<file path="src/rtl/sample_sched_pkg.sv">
`default_nettype none
// ============================================================================
// Module      : sample_sched_pkg
// Description : Shared types and widths for the per-sample scheduler.
// Revision    : 1.0 - initial release
// ============================================================================
package sample_sched_pkg;

    localparam int SAMPLE_W = 16;

    typedef enum logic [2:0] {
        IDLE      = 3'd0,
        ADC_START = 3'd1,
        ADC_WAIT  = 3'd2,
        FILT      = 3'd3,
        MUX       = 3'd4,
        DAC_START = 3'd5,
        DAC_WAIT  = 3'd6
    } state_t;

    typedef enum logic [1:0] {
        MUTE     = 2'd0,
        BYPASS   = 2'd1,
        FILTERED = 2'd2
    } mode_t;

endpackage
`default_nettype wire

</file>
<file path="src/rtl/period_counter.sv">
`default_nettype none
// ============================================================================
// Module      : period_counter
// Description : Free-running 0..DIVIDER-1 counter; tick_o marks the last count.
// Revision    : 1.0 - initial release
// ============================================================================
module period_counter #(
    parameter int DIVIDER = 1250
) (
    input  logic clk_i,
    input  logic reset_ni,
    output logic tick_o
);

    localparam int                 c_cnt_w = (DIVIDER > 1) ? $clog2(DIVIDER) : 1;
    localparam logic [c_cnt_w-1:0] c_last  = c_cnt_w'(DIVIDER - 1);
    localparam logic [c_cnt_w-1:0] c_one   = c_cnt_w'(1);

    logic [c_cnt_w-1:0] r_cnt;

    always_ff @(posedge clk_i or negedge reset_ni) begin
        if (!reset_ni) begin
            r_cnt <= '0;
        end else if (r_cnt == c_last) begin
            r_cnt <= '0;
        end else begin
            r_cnt <= r_cnt + c_one;
        end
    end

    assign tick_o = (r_cnt == c_last);

endmodule
`default_nettype wire

</file>
<file path="src/rtl/sample_scheduler.sv">
`default_nettype none
// ============================================================================
// Module      : sample_scheduler
// Description : ADC -> filter -> DAC sequencer with overrun/timeout sticky flags.
// Revision    : 1.0 - initial release
// ============================================================================
module sample_scheduler
    import sample_sched_pkg::*;
#(
    parameter int DIVIDER  = 1250,
    parameter int FILT_LAT = 2,
    parameter int TIMEOUT  = 1000
) (
    input  logic                       clk_i,
    input  logic                       reset_ni,
    input  logic                       enable_i,
    input  logic [1:0]                 mode_i,
    output logic                       adc_start_o,
    input  logic                       adc_idle_i,
    input  logic signed [SAMPLE_W-1:0] adc_data_i,
    output logic                       filt_stb_o,
    output logic signed [SAMPLE_W-1:0] filt_sample_o,
    input  logic signed [SAMPLE_W-1:0] filt_data_i,
    output logic                       dac_start_o,
    output logic signed [SAMPLE_W-1:0] dac_data_o,
    input  logic                       dac_idle_i,
    output logic                       overrun_o,
    output logic                       timeout_o,
    input  logic                       clr_i,
    output logic [15:0]                sample_cnt_o
);

    localparam int                  c_wait_w    = $clog2(TIMEOUT + 1);
    localparam logic [c_wait_w-1:0] c_wait_last = c_wait_w'(TIMEOUT - 1);
    localparam logic [c_wait_w-1:0] c_wait_one  = c_wait_w'(1);
    localparam int                  c_lat_w     = $clog2(FILT_LAT + 1);
    localparam logic [c_lat_w-1:0]  c_lat_last  = c_lat_w'(FILT_LAT - 1);
    localparam logic [c_lat_w-1:0]  c_lat_one   = c_lat_w'(1);
    localparam logic [15:0]         c_cnt_one   = 16'd1;

    logic                       w_tick;
    state_t                     r_state;
    logic [c_wait_w-1:0]        r_wait_cnt;
    logic [c_lat_w-1:0]         r_lat_cnt;
    logic                       r_seen_busy;
    logic                       r_adc_start;
    logic                       r_filt_stb;
    logic                       r_dac_start;
    logic signed [SAMPLE_W-1:0] r_filt_sample;
    logic signed [SAMPLE_W-1:0] r_dac_data;
    logic                       r_overrun;
    logic                       r_timeout;
    logic [15:0]                r_sample_cnt;

    period_counter #(
        .DIVIDER (DIVIDER)
    ) u_period_counter (
        .clk_i    (clk_i),
        .reset_ni (reset_ni),
        .tick_o   (w_tick)
    );

    always_ff @(posedge clk_i or negedge reset_ni) begin
        if (!reset_ni) begin
            r_state       <= IDLE;
            r_wait_cnt    <= '0;
            r_lat_cnt     <= '0;
            r_seen_busy   <= 1'b0;
            r_adc_start   <= 1'b0;
            r_filt_stb    <= 1'b0;
            r_dac_start   <= 1'b0;
            r_filt_sample <= '0;
            r_dac_data    <= '0;
            r_overrun     <= 1'b0;
            r_timeout     <= 1'b0;
            r_sample_cnt  <= '0;
        end else begin
            r_adc_start <= 1'b0;
            r_filt_stb  <= 1'b0;
            r_dac_start <= 1'b0;

            // Clear is written first so any set below in the same cycle wins.
            if (clr_i) begin
                r_overrun <= 1'b0;
                r_timeout <= 1'b0;
            end
            if (w_tick && (r_state != IDLE)) begin
                r_overrun <= 1'b1;
            end

            case (r_state)
                IDLE: begin
                    if (w_tick && enable_i) begin
                        r_adc_start <= 1'b1;
                        r_state     <= ADC_START;
                    end
                end
                ADC_START: begin
                    r_wait_cnt  <= '0;
                    r_seen_busy <= 1'b0;
                    r_state     <= ADC_WAIT;
                end
                ADC_WAIT: begin
                    if (r_seen_busy && adc_idle_i) begin
                        r_filt_sample <= adc_data_i;
                        r_filt_stb    <= 1'b1;
                        r_lat_cnt     <= '0;
                        r_state       <= FILT;
                    end else if (r_wait_cnt == c_wait_last) begin
                        r_timeout <= 1'b1;
                        r_state   <= IDLE;
                    end else begin
                        r_wait_cnt <= r_wait_cnt + c_wait_one;
                        if (!adc_idle_i) begin
                            r_seen_busy <= 1'b1;
                        end
                    end
                end
                FILT: begin
                    if (r_lat_cnt == c_lat_last) begin
                        r_state <= MUX;
                    end else begin
                        r_lat_cnt <= r_lat_cnt + c_lat_one;
                    end
                end
                MUX: begin
                    case (mode_i)
                        MUTE:    r_dac_data <= '0;
                        BYPASS:  r_dac_data <= r_filt_sample;
                        default: r_dac_data <= filt_data_i;
                    endcase
                    r_state <= DAC_START;
                end
                DAC_START: begin
                    // Pulse lands in the first DAC_WAIT cycle, FILT_LAT+2 after filt_stb_o.
                    r_dac_start <= 1'b1;
                    r_wait_cnt  <= '0;
                    r_seen_busy <= 1'b0;
                    r_state     <= DAC_WAIT;
                end
                DAC_WAIT: begin
                    if (r_seen_busy && dac_idle_i) begin
                        r_sample_cnt <= r_sample_cnt + c_cnt_one;
                        r_state      <= IDLE;
                    end else if (r_wait_cnt == c_wait_last) begin
                        r_timeout <= 1'b1;
                        r_state   <= IDLE;
                    end else begin
                        r_wait_cnt <= r_wait_cnt + c_wait_one;
                        if (!dac_idle_i) begin
                            r_seen_busy <= 1'b1;
                        end
                    end
                end
                default: r_state <= IDLE;
            endcase
        end
    end

    assign adc_start_o   = r_adc_start;
    assign filt_stb_o    = r_filt_stb;
    assign filt_sample_o = r_filt_sample;
    assign dac_start_o   = r_dac_start;
    assign dac_data_o    = r_dac_data;
    assign overrun_o     = r_overrun;
    assign timeout_o     = r_timeout;
    assign sample_cnt_o  = r_sample_cnt;

endmodule
`default_nettype wire

</file>
<file path="config.mk">
export PLATFORM = sky130hd
export DESIGN_NAME = sample_scheduler
export DESIGN_NICKNAME = d
export VERILOG_FILES = /design/src/rtl/sample_sched_pkg.sv /design/src/rtl/period_counter.sv /design/src/rtl/sample_scheduler.sv
export SDC_FILE = /design/constraint.sdc
export NUM_CORES = 1
export LEC_CHECK = 0
export CAP_MARGIN = 10
export CELL_PAD_IN_SITES_DETAIL_PLACEMENT = 1
export CELL_PAD_IN_SITES_GLOBAL_PLACEMENT = 1
export CORE_ASPECT_RATIO = 1.4
export CORE_UTILIZATION = 34
export DETAILED_ROUTE_END_ITERATION = 8
export HOLD_SLACK_MARGIN = 0.15
export PLACE_DENSITY = 0.75
export SLEW_MARGIN = 30
export SYNTH_ARGS = -nofsm -noshare
export SYNTH_HDL_FRONTEND = slang
export SYNTH_HIERARCHICAL = 1
export SYNTH_SLANG_ARGS = --single-unit
export TNS_END_PERCENT = 10
</file>
<file path="constraint.sdc">
create_clock -name clk_i -period 1.7 [get_ports clk_i]
set_input_delay 0.51 -clock clk_i [delete_from_list [all_inputs] [get_ports clk_i]]
set_output_delay 0.51 -clock clk_i [all_outputs]
set_load 0.1 [all_outputs]
</file>
==> flow_summary.yaml <==
worst_setup_path:
  cp-end-kind: "register"
  crit_fanout: 6
  reg2reg_depth: 4
  critPathLaunch: "r_state[2]"
  r2r-end: "r_wait_cnt[8]"
  r2r_slack_ps: -60
  critPathRequiredTime_ps: 1970
  start_kind: "register"
  crit_end: "r_wait_cnt[8]"
  r2r_start: "r_state[2]"
  worstSetupPathType: "register to register"
  crit_arrival_ps: 2020
synth:
  syn_inst: 371
  synth_top_cell_by_area: "dfrtp_1"
  synthTopCellsByArea: "dfrtp_1, a21oi_1, mux2_2, nand2_1, nor2_1"
  synth_fp_nets: 416
  seq_area_frac_synth_pct: 53.8
  async_reset_ff_share_pct: 100
  avgSynthCellArea_um2: 10.0
  syn_area_um2: 3720
  synth_flop_cell: "dfrtp_1"
  ys_seq_elements: 80
  ys_types: 39
  yosysWarningCount: 6
  synth_top_area_share_pct: 53.8
  synth-edff-count: 0
timing:
  max_freq_ghz: 0.570
  setup_slack_ps: -55.9
  grt_setup_unrepaired: "true"
  skew_ps: 3.88
  final_hold_viol_count: 0
  worstMarginPinSlew_ps: 473
  fin_crit_ps: 1760
  whs_ps: 507
  max-slew-margin-rel_pct: 68.3
  setup_violations: 2
  finalCritPeriodShare_pct: 103
  drv_slew: 0
global_routing:
  grt_max_degree: 34
  grt_pass1_vias: 3581
  antenna_found_initial: 0
  grt_usage_pct: 20.3
  grt_overflow: 0
  grt_pass1_wl_mm: 18.2
power_and_ir_drop:
  leakage_nw: 2.51
  powerDensity_nw_per_um2: 2010
  vdd_ir_drop_max_mv: 0.730
  power_mw: 11.8
cts:
  insertion_delay_ps: 340
  root_buffer: "clkbuf_16"
  clk_pin_slew_ps: 60
  numCtsBuffers: 9
  ctsLongestPathBuffers: 2
  clock-sinks: 80
  cts-htree-levels: 3
  cts_tree: "done"
  postCtsSetupBuffers: 0
placed_design:
  port_buffers: 92
  hpwl_mm: 7.97
  gp_congestion: 0.835
finish:
  syn2layout_area_growth_pct: 58.1
  final_util_pct: 55.9
  drive_gt1_share_pct: 28.0
  fin_nets: 529
  antenna_cells: 0
floorplan:
  rows: 44
  coreArea_um2: 10500
  io_pins: 93
  dieHeight_um: 126
  die-area_um2: 11400
  die_w_um: 90.4
  initial_core_util_pct: 35.4
detailed_routing:
  routed_wl_mm: 11.0
  num_vias: 3253
  first_iter_violations: 117
  detail-route-antenna-nets: 0
  firstDrtPassIters: 4
  route.detailed.drc: 0
  wl_per_cell_um: 17.5
  vias_per_cell: 5.19
worst_hold_path:
  hp-class: "register to register"
  holdPathStages: 1
flow_run:
  max_cap_viol_count: 0
status:
  violations: "setup timing"
  status: "finished with violations"
-- synth_stat cells, types with 4 or more instances --
library cell and count:
a21oi_1 44, and2_1 6, buf_2 4, clkbuf_1 15, dfrtp_1 80, ha_1 5
inv_1 8, mux2_2 17, nand2_1 43, nand3_1 11, nand4_1 10, nor2_1 41
nor3_1 4, o21ai_0 13, o31ai_1 6, or3_1 5, or4_1 4, xnor2_1 16
xor2_1 4
-- registers in the layout (all words and copies together) (netlist names) --
signal                  cells
r_wait_cnt                 10
u_period_counter/r_cnt     11
r_lat_cnt                   2
timeout_o                   1
r_seen_busy                 1
sample_cnt_o               16
filt_sample_o              16
r_state                     3
overrun_o                   1
adc_start_o                 1
dac_data_o                 16
dac_start_o                 1
filt_stb_o                  1
-- per-stage QoR --
| step | area [µm²] | setup slack (ps) | setup TNS, ps | std cells |
|---|---|---|---|---|
| floorplan | 3730 | -89.1 | -233 | 371 |
| global placement | 5550 | -561 | -15570 | 610 |
| detailed placement | 5550 | -613 | -17260 | 610 |
| CTS | 5870 | -70.9 | -114 | 627 |
| global route | 5880 | -110 | -762 | 627 |
| finish | 5880 | -55.9 | -67.9 | 627 |
-- worst max-delay path, cell delays in order, from the launching register on --
cell and delay (ps):
dfrtp_1 400, mux2_4 320, a211o_4 360, or4_4 490, a21oi_2 130
-- report_power, final --
group | switching (mW) | internal (mW) | total (mW)
combinational | 4.31 | 2.46 | 6.77
clock | 0.737 | 1.21 | 1.95
sequential | 0.657 | 2.45 | 3.10
-- cells in the final DEF (no fill, tap or decap), types with 3 or more instances in the layout --
| master | Yosys | routed |
|---|---|---|
| clkbuf_16 | 0 | 9 |
| a21oi_1 | 44 | 43 |
| dfrtp_1 | 80 | 69 |
| or3_1 | 5 | 5 |
| o31ai_1 | 6 | 6 |
| o21ai_0 | 13 | 13 |
| nand4_1 | 10 | 10 |
| nor3_1 | 4 | 4 |
| a31oi_1 | 3 | 3 |
| xnor2_1 | 16 | 16 |
| buf_12 | 0 | 58 |
| inv_1 | 8 | 8 |
| nand2_1 | 43 | 43 |
| dfrtp_2 | 0 | 11 |
| xor2_1 | 4 | 4 |
| nand2b_1 | 3 | 3 |
| nand3_1 | 11 | 11 |
| clkdlybuf4s50_1 | 0 | 36 |
| nor2b_1 | 3 | 3 |
| buf_4 | 0 | 22 |
| o311ai_1 | 0 | 3 |
| and2_1 | 6 | 5 |
| or4_1 | 4 | 3 |
| nor2_1 | 41 | 41 |
| mux2_2 | 17 | 17 |
| ha_1 | 5 | 5 |
| nor2_2 | 3 | 3 |
-- how the worst min path moves through the flow --
| stage | startpoint | endpoint | slack, ps |
|---|---|---|---|
| 6_report | r_lat_cnt[0] | r_lat_cnt[0] | 510 |
| 5_1_grt | sample_cnt_o[10] | sample_cnt_o[10] | 540 |
| 4_1_cts | r_lat_cnt[0] | r_lat_cnt[0] | 510 |
| 3_5_place_dp | r_lat_cnt[1] | r_lat_cnt[1] | 480 |
| 3_3_place_gp | r_lat_cnt[1] | r_lat_cnt[1] | 460 |
| 2_1_floorplan | reset_ni | adc_start_o | 210 |
-- area by class of cell --
cell class | count | area (µm²)
Timing Repair Buffer | 121 | 1740
Sequential cell | 80 | 2020
Multi-Input combinational cell | 264 | 1630
Fill cell | 1128 | 4630
Inverter | 8 | 30.0
Tap cell | 138 | 173
Clock buffer | 13 | 260
Clock inverter | 3 | 40.0
-- per-layer routing --
layer / global-route usage, % / routed length, µm
met1: 22.9 / 4380
met2: 37.3 / 5980
met3: 4.77 / 404
met4: 6.83 / 233
met5: 0 / 0
-- cells by family after synthesis --
| kind of cell | after synthesis | share of synthesized area, % |
|---|---|---|
| multiplexers | 18 | 5.55 |
| AND/OR/NAND/NOR | 146 | 19.8 |
| flip-flops | 80 | 53.8 |
| buffers and inverters | 27 | 2.86 |
| AO/OA/AOI/OAI | 75 | 11.6 |
| XOR/XNOR | 20 | 4.71 |
| adder cells (fa/ha/maj) | 5 | 1.68 |
-- timing repair --
item	in CTS	in global routing
endpoints found under the hold margin	29	0
setup endpoints to repair	30	25
gates resized for setup	5	7
pin swaps	4	2
hold buffers	1	0
Note: power is estimated with default switching activity, not from simulation.
